### config.mk
export PLATFORM = sky130hd
export DESIGN_NAME = alu_addr_unit
export DESIGN_NICKNAME = d
export VERILOG_FILES = /design/src/rtl/alu_addr_unit.sv
export SDC_FILE = /design/constraint.sdc
export NUM_CORES = 1
export LEC_CHECK = 0
export ABC_AREA = 1
export BUFFER_PORTS_ARGS = -buffer_cell sky130_fd_sc_hd__buf_2
export CAP_MARGIN = 20
export CORE_MARGIN = 3
export CORE_UTILIZATION = 40
export CTS_CLUSTER_DIAMETER = 30
export DETAILED_ROUTE_END_ITERATION = 10
export GPL_TIMING_DRIVEN = 0
export HOLD_SLACK_MARGIN = 0.12
export PLACE_DENSITY = 0.67
export SLEW_MARGIN = 20
export SYNTH_ARGS = -nofsm -noshare
export SYNTH_HDL_FRONTEND = slang
export SYNTH_SLANG_ARGS = --single-unit
### constraint.sdc
create_clock -name clk -period 5.49 [get_ports clk]
set_input_delay 1.3725 -clock clk [delete_from_list [all_inputs] [get_ports clk]]
set_output_delay 1.3725 -clock clk [all_outputs]
set_load 0.005 [all_outputs]
### src/rtl/alu_addr_unit.sv
`default_nettype none
// ============================================================================
// Module   : alu_addr_unit
// Brief    : Registered execute-stage ALU, PC+4 incrementer and branch-target
//            adder sharing one output register stage (1-cycle latency).
// Revision : 1.0 - initial release
// ============================================================================
module alu_addr_unit (
    input  logic        clk,
    input  logic        reset,
    input  logic        in_valid,
    input  logic [31:0] alu_a,
    input  logic [31:0] alu_b,
    input  logic [3:0]  alu_op,
    input  logic [4:0]  shamt,
    input  logic [31:0] pc,
    input  logic [31:0] imm,
    output logic        out_valid,
    output logic [31:0] alu_out,
    output logic        zero,
    output logic        overflow,
    output logic [31:0] pc_plus4,
    output logic [31:0] branch_target
);

    localparam logic [3:0] c_OP_AND   = 4'd0;
    localparam logic [3:0] c_OP_OR    = 4'd1;
    localparam logic [3:0] c_OP_ADD   = 4'd2;
    localparam logic [3:0] c_OP_XOR   = 4'd3;
    localparam logic [3:0] c_OP_NOR   = 4'd4;
    localparam logic [3:0] c_OP_SLTU  = 4'd5;
    localparam logic [3:0] c_OP_SUB   = 4'd6;
    localparam logic [3:0] c_OP_SLT   = 4'd7;
    localparam logic [3:0] c_OP_SLL   = 4'd8;
    localparam logic [3:0] c_OP_SRL   = 4'd9;
    localparam logic [3:0] c_OP_SRA   = 4'd10;
    localparam logic [3:0] c_OP_LUI   = 4'd11;
    localparam logic [3:0] c_OP_SLLV  = 4'd12;
    localparam logic [3:0] c_OP_SRLV  = 4'd13;
    localparam logic [3:0] c_OP_SRAV  = 4'd14;
    localparam logic [3:0] c_OP_PASSB = 4'd15;

    logic        r_out_valid_q;
    logic [31:0] r_alu_out_q;
    logic        r_zero_q;
    logic        r_overflow_q;
    logic [31:0] r_pc_plus4_q;
    logic [31:0] r_branch_target_q;

    logic        w_out_valid_d;
    logic [31:0] w_alu_out_d;
    logic        w_zero_d;
    logic        w_overflow_d;
    logic [31:0] w_pc_plus4_d;
    logic [31:0] w_branch_target_d;

    logic [31:0] w_sum;
    logic [31:0] w_diff;
    logic [31:0] w_result;
    logic        w_ovf;
    logic [31:0] w_pc4;

    assign w_sum  = alu_a + alu_b;
    assign w_diff = alu_a - alu_b;
    assign w_pc4  = pc + 32'd4;

    always_comb begin
        w_result = 32'd0;
        w_ovf    = 1'b0;
        case (alu_op)
            c_OP_AND:   w_result = alu_a & alu_b;
            c_OP_OR:    w_result = alu_a | alu_b;
            c_OP_ADD: begin
                w_result = w_sum;
                w_ovf    = (alu_a[31] == alu_b[31]) && (w_sum[31] != alu_a[31]);
            end
            c_OP_XOR:   w_result = alu_a ^ alu_b;
            c_OP_NOR:   w_result = ~(alu_a | alu_b);
            c_OP_SLTU:  w_result = {31'd0, (alu_a < alu_b)};
            c_OP_SUB: begin
                w_result = w_diff;
                w_ovf    = (alu_a[31] != alu_b[31]) && (w_diff[31] != alu_a[31]);
            end
            c_OP_SLT:   w_result = {31'd0, ($signed(alu_a) < $signed(alu_b))};
            c_OP_SLL:   w_result = alu_b << shamt;
            c_OP_SRL:   w_result = alu_b >> shamt;
            c_OP_SRA:   w_result = $unsigned($signed(alu_b) >>> shamt);
            c_OP_LUI:   w_result = {alu_b[15:0], 16'h0000};
            c_OP_SLLV:  w_result = alu_b << alu_a[4:0];
            c_OP_SRLV:  w_result = alu_b >> alu_a[4:0];
            c_OP_SRAV:  w_result = $unsigned($signed(alu_b) >>> alu_a[4:0]);
            c_OP_PASSB: w_result = alu_b;
            default:    w_result = alu_b;
        endcase
    end

    // Results only update on a valid cycle; otherwise the previous values hold.
    always_comb begin
        w_out_valid_d     = in_valid;
        w_alu_out_d       = r_alu_out_q;
        w_zero_d          = r_zero_q;
        w_overflow_d      = r_overflow_q;
        w_pc_plus4_d      = r_pc_plus4_q;
        w_branch_target_d = r_branch_target_q;
        if (in_valid) begin
            w_alu_out_d       = w_result;
            w_zero_d          = (w_result == 32'd0);
            w_overflow_d      = w_ovf;
            w_pc_plus4_d      = w_pc4;
            w_branch_target_d = w_pc4 + {imm[29:0], 2'b00};
        end
    end

    always_ff @(posedge clk) begin
        if (reset) begin
            r_out_valid_q     <= 1'b0;
            r_alu_out_q       <= 32'd0;
            r_zero_q          <= 1'b0;
            r_overflow_q      <= 1'b0;
            r_pc_plus4_q      <= 32'd0;
            r_branch_target_q <= 32'd0;
        end else begin
            r_out_valid_q     <= w_out_valid_d;
            r_alu_out_q       <= w_alu_out_d;
            r_zero_q          <= w_zero_d;
            r_overflow_q      <= w_overflow_d;
            r_pc_plus4_q      <= w_pc_plus4_d;
            r_branch_target_q <= w_branch_target_d;
        end
    end

    assign out_valid     = r_out_valid_q;
    assign alu_out       = r_alu_out_q;
    assign zero          = r_zero_q;
    assign overflow      = r_overflow_q;
    assign pc_plus4      = r_pc_plus4_q;
    assign branch_target = r_branch_target_q;

endmodule
`default_nettype wire

## Word-level counts from Yosys, hierarchy flattened

Index checks and enable logic that the tools add are counted.

- Register bits: 99
- Output and inout port bits: 99

- Reduce and logical (&&, ||, !) cells: 4
- Bitwise logic cells: 4
- Shift-type cells: 6
- Eq/ne operators: 19
- Muxes and demuxes: 2
- Add/subtract/negate cells: 4
- $lt $le $gt $ge: 2

Operators by type and width:

| kind | count |
|---|---|
| $pmux W32 S16 | 1 |
| $add A32 B32 Y32 | 2 |
| $lt A32 B32 Y1 | 2 |
| $shl A32 B5 Y32 | 2 |
| $shr A32 B5 Y32 | 2 |
| $sshr A32 B5 Y32 | 2 |
| $add A32 B3 Y32 const B | 1 |
| $and A32 B32 Y32 | 1 |
| $eq A4 B4 Y1 const B | 8 |
| $logic_not A32 Y1 | 1 |
| $not A32 Y32 | 1 |
| $or A32 B32 Y32 | 1 |
| $sub A32 B32 Y32 | 1 |
| $xor A32 B32 Y32 | 1 |
| $eq A4 B3 Y1 const B | 4 |
| $eq A4 B2 Y1 const B | 2 |
| $eq A4 B1 Y1 const B | 1 |
| $logic_not A4 Y1 | 1 |
| $ne A1 B1 Y1 | 3 |
| $logic_and A1 B1 Y1 | 2 |
| $pmux W1 S2 | 1 |
| $eq A1 B1 Y1 | 1 |

## Depth between registers and ports, before layout

- Depth after elaboration: 4
- Mapped depth: 29
- Mapped depth without buffers: 29

## Worst setup path after synthesis

OpenSTA, ideal clock, no wires.

- Path type: input-to-reg
- From: input pc[2]
- To: register r_branch_target_q[31] (netlist: branch_target[31])
- Slack: 1001 ps
- Stages: 23
- Buffers on the path: 0
- Data arrival time: 4376 ps
- Library setup time: 113 ps
- Cell sequence: ha_1 nand2_1 nor2_1 inv_1 nor2_1 inv_1 nor3_1 nand4_1 nor2_1 nand2_1 nor4_1 nand4_1 xor2_1 inv_1 ha_1 inv_1 nor3_1 nand4_1 o221a_2 nand3_1 nand2_1 o21ai_1 inv_1

- Word-level cells in the longest chain between the ends: 2

Ends and longest elaborated chain:

| item | RTL line | source |
|---|---|---|
| from (decl) | 16 | `input logic [31:0] pc,` |
| $add A32 B3 Y32 | 65 | `assign w_pc4 = pc + 32'd4;` |
| named net w_pc4[30] | 61 | `logic [31:0] w_pc4;` |
| $add A32 B32 Y32 | 110 | `w_branch_target_d = w_pc4 + {imm[29:0], 2'b00};` |
| to (signal assigned) | 128 | `r_branch_target_q <= w_branch_target_d;` |
| to (decl) | 48 | `logic [31:0] r_branch_target_q;` |

The timed path passes the listed nets, and every way through them passes these cells.
A chain may end at the register's enable or synchronous reset.

## Worst setup path in the final report

- From: input alu_b[2]
- To: register r_zero_q (netlist: zero)

- Word-level cells in the longest chain between the ends: 4
- Elaborated cells between the ends (all ways): 16
- Those cells by class: add/sub (2); order compare (2); shift (6); mux (1); bitwise (4); reduce/logical (1)

Ends and longest elaborated chain:

| item | RTL line | source |
|---|---|---|
| from (decl) | 13 | `input logic [31:0] alu_b,` |
| branches (longest 2 deep; another with $sub A32 B32 Y32) | -- |  |
| $pmux W32 S16 (*) | 70 | `case (alu_op)` |
| $logic_not A32 Y1 (*) | 107 | `w_zero_d = (w_result == 32'd0);` |
| to (signal assigned) | 125 | `r_zero_q <= w_zero_d;` |
| to (decl) | 45 | `logic r_zero_q;` |

Mark *: on every way between the ends.

==> impl_metrics.tcl <==
set metrics [dict create \
    layout_setup_ws_ns 0.273 \
    worstSetupPathDepth 24 \
    die_w_microns 216 \
    place_worst_setup_slack_ns 0.0274 \
    portBuffers 236 \
    path_clk_slew_ns 0.07 \
    r2r_start "branch_target[31]" \
    layout.nets 3826 \
    synth_seq_cells 97 \
    grt_first_pass_wirelength_microns 142000 \
    synth.area.top_cells "nand2_1 19%, nand3_1 19%, dfxtp_1 11%, ha_1 9.5%, nor2_1 6.9%" \
    clk_path_buf_depth 2 \
    grt-ovfl-total 0 \
    yosys_most_used_dff "dfxtp_1" \
    clock_skew_ns 0 \
    tns_ns 0 \
    die-area_sq_mm 0.0468 \
    status "finished, final reports clean" \
    cts_buffers 9 \
    setup_violations 0 \
    async_flop_share_pct 0 \
    vdd_ir_drop_max_mv 0.140 \
    clk_latency_ns 0.35 \
    fp-row-count 76 \
    yosysMostFrequentCell "nand2_1" \
    area.growth.synth_to_final_pct 12.6 \
    crit_chain "buf_2 -> inv_1 -> ha_1 -> inv_1 -> nand2_1 -> o21ai_0 -> nand2_1 -> nand2_1 -> nand2_1 -> nand2_1 -> nand2_1 -> nand3_1 -> nand2_1 -> nor2_1 -> nand2_1 -> a21oi_1 -> nand2_1 -> nand2_1 -> nand2_1 -> nor2_1 -> nand2_1 -> nor2_1 -> nand3_1 -> a21oi_1" \
    p_per_area_mw_per_mm2 175 \
    ioPinCount 239 \
    coreArea_sq_mm 0.0434 \
    cap_violations 0 \
    ant_nets 0 \
    slew_headroom_pct 29.6 \
    p_leak_nw 10.5 \
    worstMarginPinSlew_ns 1.05 \
    drive_above_1_share_pct 10.9 \
    post_cts_resized 0 \
    worstSetupStartpointType "primary input" \
    postPlaceCellArea_sq_mm 0.0196 \
    crit_top_cell "nand2_1" \
    r2r_setup_slack_ns 4.76 \
    critPathCaptureType "register" \
    drt-initial-drc-count 3600 \
    synthesis.area_sq_mm 0.0177 \
    rsz0062_at_grt "false" \
    reg2reg_to "branch_target[31]" \
    start_util_pct 40.8 \
    critPathLaunch "alu_b[2]" \
    critPathMaxFanout 7 \
    wl_per_cell_microns 23.8 \
    diodes 0 \
    ctsHoldBuffers 0 \
    root_buffer "clkbuf_16" \
    grt_pass1_vias 22600 \
    min-delay-start "alu_out[31]" \
    vias_per_cell 6.03 \
    endpoint "zero" \
    grt_max_degree 17 \
    routed_wl_microns 98400 \
    dr.pass1.iters 8 \
    ys_warn_count 0 \
    ys_types 54 \
    grt_usage_pct 39.9 \
    crit_path_max_incr_delay_ns 0.44 \
    crit_arrival_ns 5.49 \
    final-hold-violation-count 0 \
    layout_worst_path_cycle_share_pct 95.0 \
    gp_congestion 1.10 \
    antenna_found_initial 1 \
    crit_family "simple AND/OR/NAND/NOR gates" \
    die_h_microns 216 \
    nFillCells 4971 \
    path_buf_inv 3 \
    fmax_ghz 0.192 \
    period_minus_slack_ns 5.22 \
    netlist_instances 3302 \
    post-cts-setup-buffer-count 0 \
    required_ns 5.76 \
    synth_nets 3579 \
    vias 24900 \
    yosysSeqAreaShare_pct 11.0 \
    netlist.top_cell.by_area "nand2_1" \
    place_hpwl_microns 80700 \
    hold_path_class "reg2reg" \
    synth_top_area_share_pct 19.4 \
    worst_r2r_path_depth 4 \
    cp_slowest_cell "o21ai_0" \
    clkSinkCount 97 \
    syn_avg_cell_area_sq_um 5.36 \
    synth_common_cells "913 x nand2_1, 668 x nand3_1, 327 x nor2_1" \
    cts_tree "yes" \
    finalMaxSlewViolations 0 \
    path_class "in2reg" \
    route.detailed.drc 0 \
    synth_edf_count 0 \
    power.total_w 0.00349 \
    finalInstanceArea_sq_mm 0.0199 \
    htreeDepth 3 \
]
==> report_power, final <==
group | total, W | internal, W | switching, W
clock | 0.000647 | 0.000354 | 0.000293
combinational | 0.00205 | 0.000594 | 0.00145
sequential | 0.000798 | 0.000764 | 0.0000334
total | 0.00349 | 0.00171 | 0.00178
==> layer usage <==
layer  global-route usage, %  wire length [microns]  vias up
met2                    59.2                  39900     1769
met5                       0                     11        -
met1                    51.3                  37900    11300
met4                    22.0                   7050        2
met3                    12.8                  13600      374
li1                        -                      -    11500
==> worst min path at each step <==
| stage | endpoint | cells after the start | slack, ns |
|---|---|---|---|
| after floorplan | zero | 2 | 0.46 |
| after global placement | zero | 2 | 0.45 |
| after detailed placement | alu_out[31] | 2 | 0.46 |
| after CTS | alu_out[31] | 2 | 0.48 |
| after global routing | alu_out[5] | 2 | 0.50 |
| final | alu_out[31] | 2 | 0.48 |
==> worst min-delay path: cells and delay by family, from the launching register on <==
family	cells	cell delay [ns]
compound gates	1	0.08
buf+inv	1	0.05
flops	1	0.32
==> through the flow <==
step                      hold slack, ns  std cells  utilization, %
final                              0.482       4138            46.0
after CTS                          0.479       4138            45.9
after global placement             0.450       4123            45.3
after detailed placement           0.462       4123            45.3
after floorplan                    0.462       3302               -
after global routing               0.495       4138            46.0
==> cells in the final DEF, fill, tap and decap left out, types with 12 or more instances in the layout <==
master / count
a211oi_1: 12
a21oi_1: 196
buf_2: 276
buf_4: 14
clkbuf_1: 73
dfxtp_1: 97
ha_1: 134
inv_1: 326
inv_2: 12
nand2_1: 913
nand3_1: 668
nand4_1: 40
nor2_1: 327
nor3_1: 24
o211ai_1: 25
o21ai_0: 187
o21ai_1: 14
o22ai_1: 12
or2_2: 19
xor2_1: 33
==> registers in the layout (all words and copies together) (netlist names) <==
name and cells:
alu_out 32, branch_target 30, out_valid 1, overflow 1, pc_plus4 32, zero 1
==> area by class of cell <==
class	count	area (sq um)	area share, %
plain buffers	144	707	3.55
clock buffers	9	225	1.13
clock inverters	6	68.8	0.345
inverters	341	1280	6.43
multi-input cells	2720	13800	69.2
flip-flops and latches	97	1940	9.74
well taps	585	732	3.67
repair buffers	236	1180	5.93
==> cells by family (layout without fill, tap and decap cells) <==
| family | after synthesis | count (layout) | synth area share (%) |
|---|---|---|---|
| simple gates | 2040 | 2040 | 50.0 |
| fa+ha+maj | 137 | 137 | 9.81 |
| xor+xnor | 43 | 43 | 2.13 |
| compound gates | 500 | 500 | 15.9 |
| flops | 97 | 97 | 11.0 |
| buf+inv | 485 | 736 | 11.2 |
(Power assumes the default switching activity.)
